===== src/rtl/detect_burst_pkg.sv =====
// Shared types and helpers for the burst detector.
//   state_e        : detector FSM states
//   PageBytesLog   : log2 of the AXI page size that no burst may cross
//   next_beat_addr : address of the beat following a burst of len+1 beats
package detect_burst_pkg;

   typedef enum logic [1:0] {
      StIdle,
      StAccum,
      StEmit
   } state_e;

   localparam int unsigned PageBytesLog = 12;
   // Widest address next_beat_addr handles; callers zero-extend and truncate.
   localparam int unsigned MaxAddrWidth = 64;

   // base + (len+1) beats, wrapping modulo 2^MaxAddrWidth. len is widened first so
   // len == all-ones still yields the correct beat count.
   function automatic logic [MaxAddrWidth-1:0] next_beat_addr(
      input logic [MaxAddrWidth-1:0] base,
      input logic [31:0]             len,
      input int unsigned             beat_log
   );
      logic [MaxAddrWidth-1:0] beats;
      beats = MaxAddrWidth'(len) + MaxAddrWidth'(1);
      return base + (beats << beat_log);
   endfunction

endpackage


===== src/rtl/detect_burst_bounded_if.sv =====
// FIFO-side signals of the burst detector.
//   master : detector side (pops the beat FIFO, pushes address/length FIFOs)
//   slave  : FIFO side
// Upstream beat FIFO : addr_dout, addr_empty_n, addr_read
// Address FIFO       : addr_din {len, base}, addr_full_n, addr_write
// Length FIFO        : burst_len_din, burst_len_full_n, burst_len_write
interface detect_burst_bounded_if #(
   parameter int unsigned AddrWidth     = 64,
   parameter int unsigned BurstLenWidth = 8
);

   logic [AddrWidth-1:0]               addr_dout;
   logic                               addr_empty_n;
   logic                               addr_read;
   logic [BurstLenWidth+AddrWidth-1:0] addr_din;
   logic                               addr_full_n;
   logic                               addr_write;
   logic [BurstLenWidth-1:0]           burst_len_din;
   logic                               burst_len_full_n;
   logic                               burst_len_write;

   modport master (
      input  addr_dout,
      input  addr_empty_n,
      input  addr_full_n,
      input  burst_len_full_n,
      output addr_read,
      output addr_din,
      output addr_write,
      output burst_len_din,
      output burst_len_write
   );

   modport slave (
      output addr_dout,
      output addr_empty_n,
      output addr_full_n,
      output burst_len_full_n,
      input  addr_read,
      input  addr_din,
      input  addr_write,
      input  burst_len_din,
      input  burst_len_write
   );

endinterface


===== src/rtl/outstanding_counter.sv =====
// In-flight burst credit counter.
//   clk, rst_n      : clock, asynchronous active-low reset
//   inc_i           : a burst was emitted this cycle
//   dec_i           : a burst completed this cycle
//   count_o         : bursts emitted but not yet completed
//   credit_o        : count_o < MaxOutstanding (sampled before this cycle's dec_i)
//   err_underflow_o : sticky, set by a completion while count_o == 0
module outstanding_counter #(
   parameter int unsigned MaxOutstanding   = 16,
   parameter int unsigned OutstandingWidth = 5
) (
   input  logic                        clk,
   input  logic                        rst_n,
   input  logic                        inc_i,
   input  logic                        dec_i,
   output logic [OutstandingWidth-1:0] count_o,
   output logic                        credit_o,
   output logic                        err_underflow_o
);

   logic [OutstandingWidth-1:0] count_q, count_d;
   logic                        err_q, err_d;

   always_comb begin
      count_d = count_q;
      err_d   = err_q;
      if (inc_i && !dec_i) begin
         count_d = count_q + OutstandingWidth'(1);
      end else if (dec_i && !inc_i) begin
         if (count_q == '0) begin
            err_d = 1'b1;
         end else begin
            count_d = count_q - OutstandingWidth'(1);
         end
      end
   end

   always_ff @(posedge clk or negedge rst_n) begin
      if (!rst_n) begin
         count_q <= '0;
         err_q   <= 1'b0;
      end else begin
         count_q <= count_d;
         err_q   <= err_d;
      end
   end

   assign count_o         = count_q;
   assign credit_o        = (32'(count_q) < MaxOutstanding);
   assign err_underflow_o = err_q;

endmodule


===== src/rtl/detect_burst_bounded.sv =====
// Merges contiguous beat addresses into AXI INCR bursts, split at 4 KiB pages and at
// max_burst_len, and throttles emission by an in-flight credit count.
//   clk, rst_n    : clock, asynchronous active-low reset
//   max_wait_time : idle cycles tolerated before an open burst is closed
//   max_burst_len : burst length cap (beats-1)
//   fifo          : upstream beat FIFO and downstream address/length FIFOs
//   done          : one pulse per completed burst
//   outstanding   : in-flight burst count
//   err_underflow : sticky, completion seen with nothing in flight
// The fifo interface must be instantiated with the same AddrWidth/BurstLenWidth.
module detect_burst_bounded
   import detect_burst_pkg::*;
#(
   parameter int unsigned AddrWidth         = 64,
   parameter int unsigned DataWidthBytesLog = 6,
   parameter int unsigned WaitTimeWidth     = 4,
   parameter int unsigned BurstLenWidth     = 8,
   parameter int unsigned MaxOutstanding    = 16,
   parameter int unsigned OutstandingWidth  = 5
) (
   input  logic                          clk,
   input  logic                          rst_n,
   input  logic [WaitTimeWidth-1:0]      max_wait_time,
   input  logic [BurstLenWidth-1:0]      max_burst_len,
   detect_burst_bounded_if.master        fifo,
   input  logic                          done,
   output logic [OutstandingWidth-1:0]   outstanding,
   output logic                          err_underflow
);

   state_e                   state_q, state_d;
   logic [AddrWidth-1:0]     base_q, base_d;
   logic [BurstLenWidth-1:0] len_q, len_d;
   logic [WaitTimeWidth-1:0] wait_q, wait_d;
   logic [AddrWidth-1:0]     next_addr;
   logic                     can_extend;
   logic                     credit;
   logic                     fire;
   logic                     rd_req;

   assign next_addr = AddrWidth'(next_beat_addr(MaxAddrWidth'(base_q), 32'(len_q),
                                                DataWidthBytesLog));

   // A page-aligned next beat always starts a new burst, even if contiguous.
   assign can_extend = (fifo.addr_dout == next_addr) &&
                       (len_q != max_burst_len) &&
                       (next_addr[PageBytesLog-1:0] != '0);

   // Both FIFOs are written together or not at all.
   assign fire = (state_q == StEmit) && fifo.addr_full_n && fifo.burst_len_full_n && credit;

   always_comb begin
      state_d = state_q;
      base_d  = base_q;
      len_d   = len_q;
      wait_d  = wait_q;
      rd_req  = 1'b0;
      unique case (state_q)
         StIdle: begin
            if (fifo.addr_empty_n) begin
               rd_req  = 1'b1;
               base_d  = fifo.addr_dout;
               len_d   = '0;
               wait_d  = '0;
               state_d = StAccum;
            end
         end
         StAccum: begin
            if (fifo.addr_empty_n) begin
               if (can_extend) begin
                  rd_req = 1'b1;
                  len_d  = len_q + BurstLenWidth'(1);
                  wait_d = '0;
               end else begin
                  // Blocking beat stays in the FIFO and opens the next burst.
                  state_d = StEmit;
               end
            end else if (wait_q == max_wait_time) begin
               state_d = StEmit;
            end else begin
               wait_d = wait_q + WaitTimeWidth'(1);
            end
         end
         StEmit: begin
            if (fire) begin
               state_d = StIdle;
            end
         end
         default: state_d = StIdle;
      endcase
   end

   always_ff @(posedge clk or negedge rst_n) begin
      if (!rst_n) begin
         state_q <= StIdle;
         base_q  <= '0;
         len_q   <= '0;
         wait_q  <= '0;
      end else begin
         state_q <= state_d;
         base_q  <= base_d;
         len_q   <= len_d;
         wait_q  <= wait_d;
      end
   end

   // Gated by rst_n so no pop is requested while the block is held in reset.
   assign fifo.addr_read       = rd_req & rst_n;
   assign fifo.addr_write      = fire;
   assign fifo.burst_len_write = fire;
   assign fifo.addr_din        = {len_q, base_q};
   assign fifo.burst_len_din   = len_q;

   outstanding_counter #(
      .MaxOutstanding   (MaxOutstanding),
      .OutstandingWidth (OutstandingWidth)
   ) u_outstanding_counter (
      .clk             (clk),
      .rst_n           (rst_n),
      .inc_i           (fire),
      .dec_i           (done),
      .count_o         (outstanding),
      .credit_o        (credit),
      .err_underflow_o (err_underflow)
   );

endmodule


===== src/flat_wrapper.sv =====
// flat-port wrapper written by rule: the top's interface ports become plain ports
module detect_burst_bounded_flat import detect_burst_pkg::*;
#(
   parameter int unsigned AddrWidth         = 64,
   parameter int unsigned DataWidthBytesLog = 6,
   parameter int unsigned WaitTimeWidth     = 4,
   parameter int unsigned BurstLenWidth     = 8,
   parameter int unsigned MaxOutstanding    = 16,
   parameter int unsigned OutstandingWidth  = 5
)
  (clk, rst_n, max_wait_time, max_burst_len, done, outstanding, err_underflow, fifo_addr_dout, fifo_addr_empty_n, fifo_addr_full_n, fifo_burst_len_full_n, fifo_addr_read, fifo_addr_din, fifo_addr_write, fifo_burst_len_din, fifo_burst_len_write);
  detect_burst_bounded_if #(.AddrWidth(AddrWidth), .BurstLenWidth(BurstLenWidth)) fifo_i ();
  input  logic clk;
  input  logic rst_n;
  input  logic [WaitTimeWidth-1:0] max_wait_time;
  input  logic [BurstLenWidth-1:0] max_burst_len;
  input  logic done;
  output logic [OutstandingWidth-1:0] outstanding;
  output logic err_underflow;
  input wire logic [$bits(fifo_i.addr_dout)-1:0] fifo_addr_dout;
  input wire logic [$bits(fifo_i.addr_empty_n)-1:0] fifo_addr_empty_n;
  input wire logic [$bits(fifo_i.addr_full_n)-1:0] fifo_addr_full_n;
  input wire logic [$bits(fifo_i.burst_len_full_n)-1:0] fifo_burst_len_full_n;
  output wire logic [$bits(fifo_i.addr_read)-1:0] fifo_addr_read;
  output wire logic [$bits(fifo_i.addr_din)-1:0] fifo_addr_din;
  output wire logic [$bits(fifo_i.addr_write)-1:0] fifo_addr_write;
  output wire logic [$bits(fifo_i.burst_len_din)-1:0] fifo_burst_len_din;
  output wire logic [$bits(fifo_i.burst_len_write)-1:0] fifo_burst_len_write;
  assign fifo_i.addr_dout = fifo_addr_dout;
  assign fifo_i.addr_empty_n = fifo_addr_empty_n;
  assign fifo_i.addr_full_n = fifo_addr_full_n;
  assign fifo_i.burst_len_full_n = fifo_burst_len_full_n;
  assign fifo_addr_read = fifo_i.addr_read;
  assign fifo_addr_din = fifo_i.addr_din;
  assign fifo_addr_write = fifo_i.addr_write;
  assign fifo_burst_len_din = fifo_i.burst_len_din;
  assign fifo_burst_len_write = fifo_i.burst_len_write;
  detect_burst_bounded #(.AddrWidth(AddrWidth), .DataWidthBytesLog(DataWidthBytesLog), .WaitTimeWidth(WaitTimeWidth), .BurstLenWidth(BurstLenWidth), .MaxOutstanding(MaxOutstanding), .OutstandingWidth(OutstandingWidth)) u_core (.clk(clk), .rst_n(rst_n), .max_wait_time(max_wait_time), .max_burst_len(max_burst_len), .fifo(fifo_i), .done(done), .outstanding(outstanding), .err_underflow(err_underflow));
endmodule

===== config.mk =====
export PLATFORM = sky130hd
export DESIGN_NAME = detect_burst_bounded_flat
export DESIGN_NICKNAME = d
export VERILOG_FILES = /design/src/rtl/detect_burst_pkg.sv /design/src/rtl/detect_burst_bounded_if.sv /design/src/rtl/outstanding_counter.sv /design/src/rtl/detect_burst_bounded.sv /design/src/flat_wrapper.sv
export SDC_FILE = /design/constraint.sdc
export NUM_CORES = 1
export LEC_CHECK = 0
export ABC_AREA = 1
export CORE_MARGIN = 8
export CORE_UTILIZATION = 45
export CTS_BUF_LIST = sky130_fd_sc_hd__clkbuf_4 sky130_fd_sc_hd__clkbuf_8
export DETAILED_ROUTE_END_ITERATION = 16
export PLACE_DENSITY = 0.72
export SYNTH_ARGS = -nofsm -noshare
export SYNTH_HDL_FRONTEND = slang
export SYNTH_HIERARCHICAL = 1
export SYNTH_SLANG_ARGS = --single-unit

===== constraint.sdc =====
create_clock -name clk -period 12.2 [get_ports clk]
set_input_delay 3.66 -clock clk [delete_from_list [all_inputs] [get_ports clk]]
set_output_delay 3.66 -clock clk [all_outputs]
set_load 0.05 [all_outputs]

Yosys cells after proc, flatten, opt, wreduce, memory -nomap -nowiden --
Cells that the tools add are included.
Cells by class: div/mod/pow operators 0, bitwise gates (word level) 2, $lt $le $gt $ge 1, multiply operators 0, multiplexer cells 22, $add $sub $neg 6, shift operators 0, eq/ne operators 14, reductions and logical operators 20
Operators with widths (number):
- $add 64x64->64 | 1
- $eq 64x64->1 | 1
- $mux 8 | 3
- $mux 4 | 4
- $pmux 8 s2 | 1
- $mux 5 | 3
- $reduce_and 4->1 | 3
- $reduce_bool 12->1 | 1
- $mux 2 | 5
- $add 8x1->9 const B | 1
- $add 8x1->8 const B | 1
- $ne 2x2->1 const B | 4
- $ne 8x8->1 | 1
- $pmux 4 s2 | 1
- $logic_and 1x1->1 | 7
- $ne 3x2->1 const B | 2
- $ne 3x3->1 const B | 2
- $pmux 2 s3 | 1
- $add 5x1->5 const B | 1
- $logic_not 5->1 | 1
- $lt 5x5->1 const B | 1
- $sub 5x1->5 const B | 1
- $add 4x1->4 const B | 1
- $eq 4x4->1 | 1
- other kinds (12) | 17
Word-level totals: bits in read-only memories 0, bits in registers 84, latch bits 0, input bits 82, memory bits (writable) 0, memories kept 0, output and inout bits 89, logic and storage cells 71

Longest topological paths before layout --
Gate-level depths: netlist of run 1.
word-level depth 9, depth in mapped cells 29, gate-level depth less buffers 28

Hierarchy --
The synthesis of run 1 kept the hierarchy.
Modules (own cells, without submodules):
- detect_burst_bounded | cells each 1219, area an instance 7802.5 um^2, times used 1, sequential area each 1951.9 um^2
- outstanding_counter | cells each 65, area an instance 476.7 um^2, times used 1, sequential area each 150.1 um^2

Worst setup path before layout of run 1 --
Ideal clock, no wire load.
kind in2out, from in fifo_burst_len_full_n, to out fifo_burst_len_write, data required time 8.540 ns, arrival 5.371 ns, setup slack 3.169 ns, stages on the path 3, path buffers 1, cell sequence nand3_1 -> nor3_1 -> buf_4
Between the ends: word-level cells in the longest chain between the ends 2
RTL lines:
- from (decl) | RTL line flat_wrapper.sv:23 | input wire logic [$bits(fifo_i.burst_len_full_n)-1:0] fifo_burst_len_full_n;
- $logic_and 1x1->1 (2 in series) | RTL line detect_burst_bounded.sv:50 | assign fire = (state_q == StEmit) && fifo.addr_full_n && fifo.burst_len_full_n && credit;
- to (decl) | RTL line flat_wrapper.sv:28 | output wire logic [$bits(fifo_i.burst_len_write)-1:0] fifo_burst_len_write;
No other way between the ends.

Worst setup path after layout of run 1 --
from in fifo_addr_dout[5], to out fifo_addr_read
Between the ends: word-level cells in the longest chain between the ends 7
RTL lines:
- from (decl) | RTL line flat_wrapper.sv:20 | input wire logic [$bits(fifo_i.addr_dout)-1:0] fifo_addr_dout;
- $eq 64x64->1 | RTL line detect_burst_bounded.sv:45 | assign can_extend = (fifo.addr_dout == next_addr) &&
- $logic_and 1x1->1 | RTL line detect_burst_bounded.sv:45
- $logic_and 1x1->1 | RTL line detect_burst_bounded.sv:46 | (len_q != max_burst_len) &&
- $mux 1 | RTL line detect_burst_bounded.sv:70 | if (can_extend) begin
- $mux 1 | RTL line detect_burst_bounded.sv:69 | if (fifo.addr_empty_n) begin
- $pmux 1 s2 | RTL line detect_burst_bounded.sv:58 | unique case (state_q)
- $and 1x1->1 | RTL line detect_burst_bounded.sv:108 | assign fifo.addr_read = rd_req & rst_n;
- to (decl) | RTL line flat_wrapper.sv:24 | output wire logic [$bits(fifo_i.addr_read)-1:0] fifo_addr_read;
No other way between the ends.

==> results.cfg, run 1 <==
[detailed_routing]
drtIter0Drc = 817
dr.pass1.iters = 5
vias = 8824
vias_per_cell = 5.271
post-route-drc-count = 0
wl_um = 29390
detail-route-antenna-nets = 0
routedWlPerCell_um = 17.56

[cts]
cts_tree = done
hold_buffers = 0
ctsHtreeMaxLevel = 3
clock-root-buffer = clkbuf_8
clk_pin_slew_ps = 100
post_cts_buffers = 0
cts-resized-gates = 0
clock_path_buffers = 2
clock_sinks = 84
numCtsBuffers = 9
clk_latency_ps = 380

[synth]
synth_compound_area_share_pct = 2.373
ys_seq_elements = 84
yosys-top-cells-area = dfrtp_1, nand2_1, inv_1
synth_top_area_cell = dfrtp_1
synthArstFlopShare_pct = 100.0
synthSimpleGateAreaFrac_pct = 44.84
ys_types = 41
synth_ff_type = dfrtp_1
synth_fa_ha_area_share_pct = 3.204
netlist_area_um2 = 8279
synth.avg_cell_area_um2 = 6.448
seq_area_frac_synth_pct = 25.39
yosysTopAreaCellShare_pct = 25.39
synth_most_common_cell = nand2_1
yosys-top-cells-count = nand2_1, inv_1, nor2_1
synthCells = 1284
synthXorXnorAreaFrac_pct = 7.405
synth_mux_area_share_pct = 6.257
synth-edff-count = 0
synth_top_family_by_area = simple AND/OR/NAND/NOR gates
syn_nets = 1386
ys_warn_count = 6

[final_layout]
regArea_um2 = 2102
post_layout_nonfiller_instances = 1674
nets = 1543
multiInputGateArea_um2 = 5308
num_antenna_cells = 0
fill_cells = 1849
fin_util_pct = 57.16
drive_gt1_share_pct = 9.273
area_delta_synth_final_pct = 24.45

[pwr]
peakVddDrop_v = 0.0001871
p_per_area_nw_per_um2 = 246.1
p_clk_share_pct = 8.0
pwr-share-seq_pct = 24.6
swShare_pct = 57.77
internal_power_uw = 1071
p_switching_uw = 1465
power_frac_comb_pct = 67.5
leakagePower_uw = 0.005107

[hold_path]
whs_path_depth = 1
whs_endpoint = u_core/u_outstanding_counter/err_underflow_o$_DFFE_PN0P_
hold_path.class = reg2reg
min_from = u_core/u_outstanding_counter/err_underflow_o$_DFFE_PN0P_

[worst_setup_path]
cp_data_required_time_ps = 8540
path_class = in2out
worstPathArrival_ps = 6650
worstReg2RegEnd = u_core/wait_q[3]$_DFFE_PN0P_
r2r_cells = 24
startpoint_type = primary input
cp-end-kind = output port
crit-reg2reg-launch = u_core/fifo.burst_len_din[0]$_DFFE_PN0P_
worstPathMaxFanout = 9
ff2ff_setup_slack_ps = 7730

[placed_design]
post-dp-hpwl_um = 24040
dpl.cell_count = 1659
port_buffers = 170
gp_congestion = 1.027

[floorplan]
dieArea_um2 = 22990
die_h_um = 151.6
rows = 49
pin_count = 171
die_x_um = 151.6
core_um2 = 18020
start_util_pct = 45.93

[global_routing]
antenna_found_initial = 0
grt_max_degree = 83
grt_usage_pct = 25.58
overflow = 0
grt_pass1_vias = 8261
grt_pass1_wl_um = 45360

[sta]
worst_pin_slew_ps = 962.0
fmax_mhz = 97.02
setup_tns_ps = 0
finalCriticalPeriod_ps = 10310
drv_slew = 0
hold_violations = 0
rsz0062_at_grt = no
finalSetupViolCount = 0
finalCritPeriodShare_pct = 84.48
relSlewSlack_pct = 35.87
skew_ps = 18.52

[status]
run_status = complete, no violations

[flow_run]
maxCapViolCount = 0
==> per-stage QoR <==
stage | setup slack, ps | hold WS [ps] | instance area [um^2] | total power [uW]
6_report | 1893 | 487.0 | 10300 | 2536
5_1_grt | 1684 | 512.6 | 10300 | 2711
4_1_cts | 1906 | 494.9 | 10300 | 2528
3_5_place_dp | 1933 | 461.3 | 10120 | 2315
3_3_place_gp | 1947 | 467.1 | 10120 | 2308
2_1_floorplan | 3169 | 483.6 | 8279 | 1750
==> logic make-up (layout without fill, tap and decap cells) <==
kind of cell	after synthesis	count (layout)
AO/OA/AOI/OAI	36	36
multiplexers	46	46
XOR/XNOR	70	70
AND/OR/NAND/NOR	817	817
adder cells (fa/ha/maj)	20	20
flip-flops	84	84
buffers and inverters	211	372
==> state kept, by name, summed over array words and instances, names as in the netlist <==
signal / cells
u_core/state_q: 2
u_core/fifo.burst_len_din: 8
u_core/u_outstanding_counter/err_underflow_o: 1
u_core/base_q: 64
u_core/wait_q: 4
u_core/u_outstanding_counter/count_o: 5
==> how the worst max path moves through the flow <==
stage                                     start              endpoint  slack (ps)  cells past startpoint
after floorplan           fifo_burst_len_full_n  fifo_burst_len_write        3170                      3
after global placement        fifo_addr_dout[5]        fifo_addr_read        1950                     13
after detailed placement      fifo_addr_dout[5]        fifo_addr_read        1930                     13
after CTS                     fifo_addr_dout[5]        fifo_addr_read        1910                     13
after global routing          fifo_addr_dout[5]        fifo_addr_read        1680                     13
final                         fifo_addr_dout[5]        fifo_addr_read        1890                     13
==> critical path: stages <==
cell and delay [ps]:
clkdlybuf4s50_1 430, xnor2_1 240, nand3_1 110, nor3_1 200, nand2_1 130, nor3_1 320
nand3_1 160, nor2_2 140, nand2_2 90, nand2_4 120, nand2_4 110, nor2_2 110
clkdlybuf4s50_1 830
==> routing by layer <==
layer  vias to the layer above  GRT usage (%)  share of wire [%]
li1                       4363              -                  -
met1                      4102          35.75                 46
met5                         -              0                  0
met2                       333          38.56                 43
met4                         0          5.830                1.2
met3                        26          6.801                9.4
==> power groups by stage <==
stage / clock network (uW) / logic (uW) / registers (uW)
global placement: 0 / 1690 / 619
floorplan: 0 / 773 / 977
global route: 218 / 1840 / 652
CTS: 208 / 1700 / 621
detailed placement: 0 / 1690 / 625
finish: 202 / 1710 / 623
==> layout make-up <==
class	count	share of cell area, %
clock buffers	11	1.469
clock inverters	4	0.3279
inverters	185	6.873
multi-input cells	989	51.51
flip-flops and latches	84	20.40
well taps	229	2.781
repair buffers	172	16.64
==> cell usage in the layout (no fill, tap or decap), types with 4 or more instances in the layout <==
cell type and count:
nand3_2 11, nand2_1 408, clkdlybuf4s50_1 169, nand2_2 16, nand3b_1 15, o21ai_0 24
nand4_1 46, xor2_1 53, nand2_4 4, a21oi_1 6, nor2_1 148, dfrtp_1 84
nor2_4 4, nand3_1 118, nor2_2 16, clkbuf_8 11, inv_1 177, ha_1 18
xnor2_1 17, inv_2 6, mux2_2 46, nor3_1 12
No activity file was read; power rests on OpenSTA's default activity.
==> run 2, diff against run 1 <==
Settings changed: PLACE_DENSITY 0.72 to 0.74.
Clock period 12.2 ns to 9.4 ns, I/O delays scaled along.
==> results.cfg, run 2 (same netlist as run 1, synthesis figures left out) <==
[cts]
cts-resized-gates = 0
clock_sinks = 84
clock_path_buffers = 2
cts_tree = done
clk_latency_ps = 390
ctsHtreeMaxLevel = 3
hold_buffers = 0
clk_pin_slew_ps = 100
clock-root-buffer = clkbuf_8
numCtsBuffers = 9
post_cts_buffers = 0

[global_routing]
grt_usage_pct = 24.95
grt_pass1_vias = 8256
grt_pass1_wl_um = 44510
antenna_found_initial = 0
grt_max_degree = 83
overflow = 0

[worst_setup_path]
cp_top_family = simple AND/OR/NAND/NOR gates
worstPathMaxFanout = 9
cp_data_required_time_ps = 6580
worstReg2RegEnd = u_core/fifo.burst_len_din[3]$_DFFE_PN0P_
r2r_cells = 24
worstPathArrival_ps = 5690
crit-reg2reg-launch = u_core/fifo.burst_len_din[0]$_DFFE_PN0P_
ff2ff_setup_slack_ps = 4970
critPathMaxStageDelay_ps = 810
critPathBufInv = 2
cp-end-kind = output port
cp_cell_sequence = clkdlybuf4s50_1 -> xnor2_1 -> nand3_1 -> nor3_1 -> nand2_1 -> nor3_1 -> nand3_1 -> nor2_2 -> nand2_2 -> nand2_4 -> nand2_4 -> nor2_2 -> clkdlybuf4s50_1
path_class = in2out
startpoint_type = primary input
slowest_stage = clkdlybuf4s50_1

[detailed_routing]
dr.pass1.iters = 5
wl_um = 28560
routedWlPerCell_um = 17.05
route.met2.wl_um = 12280
drtIter0Drc = 800
vias_per_cell = 5.316
wl_met3_um = 2770
post-route-drc-count = 0
detail-route-antenna-nets = 0
vias = 8904
top_layer = met4
met1_length_um = 12980

[final_layout]
largest_reg_flops = 64
mostFrequentLayoutCell = nand2_1
nets = 1543
num_antenna_cells = 0
final_cell_mix = nand2_1, inv_1, clkdlybuf4s50_1
largest_register = u_core/base_q
fin_util_pct = 57.14
area_delta_synth_final_pct = 24.39
drive_gt1_share_pct = 9.336
final_cell_area_um2 = 10300

[pwr]
peakVddDrop_v = 0.0002256
p_per_area_nw_per_um2 = 318.6
leakagePower_uw = 0.005105
power_uw = 3282

[status]
run_status = complete, no violations

[hold_path]
whs_path_depth = 1
hold_path.class = reg2reg
min_from = u_core/u_outstanding_counter/err_underflow_o$_DFFE_PN0P_
whs_endpoint = u_core/u_outstanding_counter/err_underflow_o$_DFFE_PN0P_

[floorplan]
rows = 49
pin_count = 171
die_x_um = 151.6
core_um2 = 18020
dieArea_um2 = 22990
die_h_um = 151.6
start_util_pct = 45.93

[sta]
rsz0062_at_grt = no
fmax_mhz = 117.5
worst_pin_slew_ps = 947.8
finalCriticalPeriod_ps = 8507
setup_tns_ps = 0
skew_ps = 16.40
finalCritPeriodShare_pct = 90.51
relSlewSlack_pct = 36.82
finalSetupViolCount = 0
hold_violations = 0
drv_slew = 0

[placed_design]
post-dp-hpwl_um = 23470
port_buffers = 170
place_area_um2 = 10120
gp_congestion = 0.9972

[flow_run]
maxCapViolCount = 0
run 2: cell types whose count changed in the layout (fill, tap and decap cells not counted):
cell / delta
clkbuf_8: -2
inv_6: +2
clkinv_2: +1
run 2: how the worst max path moves through the flow:
| stage | end | cells past startpoint | slack, ps | start |
|---|---|---|---|---|
| floorplan | fifo_burst_len_write | 3 | 2050 | fifo_burst_len_full_n |
| global placement | fifo_addr_read | 13 | 940 | fifo_addr_dout[5] |
| detailed placement | fifo_addr_read | 13 | 910 | fifo_addr_dout[5] |
| CTS | fifo_addr_read | 13 | 880 | fifo_addr_dout[5] |
| global route | fifo_addr_read | 23 | 600 | u_core/fifo.burst_len_din[0]$_DFFE_PN0P_ |
| finish | fifo_addr_read | 13 | 890 | fifo_addr_dout[5] |
run 2: metrics by stage:
stage	instances	worst slack (ps)	hold slack, ps
6_report	1675	892.5	501.5
5_1_grt	1675	604.9	530.9
4_1_cts	1675	878.6	507.6
3_5_place_dp	1659	906.4	470.4
3_3_place_gp	1659	939.8	468.7
2_1_floorplan	1284	2049	483.6
run 2: layer usage:
| metal | vias up | GRT usage (%) |
|---|---|---|
| li1 | 4370 | - |
| met1 | 4130 | 35.52 |
| met2 | 371 | 37.41 |
| met3 | 33 | 4.782 |
| met4 | 0 | 7.447 |
| met5 | - | 0 |
run 2: report_power, final:
part	switching (uW)	internal (uW)
clock network	159	99.4
logic	1460	757
registers	283	522
run 2: area by class of cell:
cell class	count	area [um^2]
Clock buffer	9	123.9
Clock inverter	7	56.30
Fill cell	1814	7726
Inverter	185	708.2
Multi-Input combinational cell	989	5308
Sequential cell	84	2102
Tap cell	229	286.5
Timing Repair Buffer	172	1714
run 2: worst register-to-register path, stage by stage, from the launching register on:
cell and delay [ps]:
dfrtp_1 540, nand3_1 180, nand3b_1 240, nor3b_1 240, xor2_1 280, inv_1 130, ha_1 330, nand2_1 130
inv_1 50, a21oi_1 250, nand3_1 500, nand2_1 230, nand2_1 70, nand2_1 110, nand2_1 70, inv_1 50
nand2_1 60, nor2_1 200, nand2_1 80, nor2_1 120, nand2_2 100, nand2_4 120, nand2_4 110, nand2_1 90
nand2_1 50
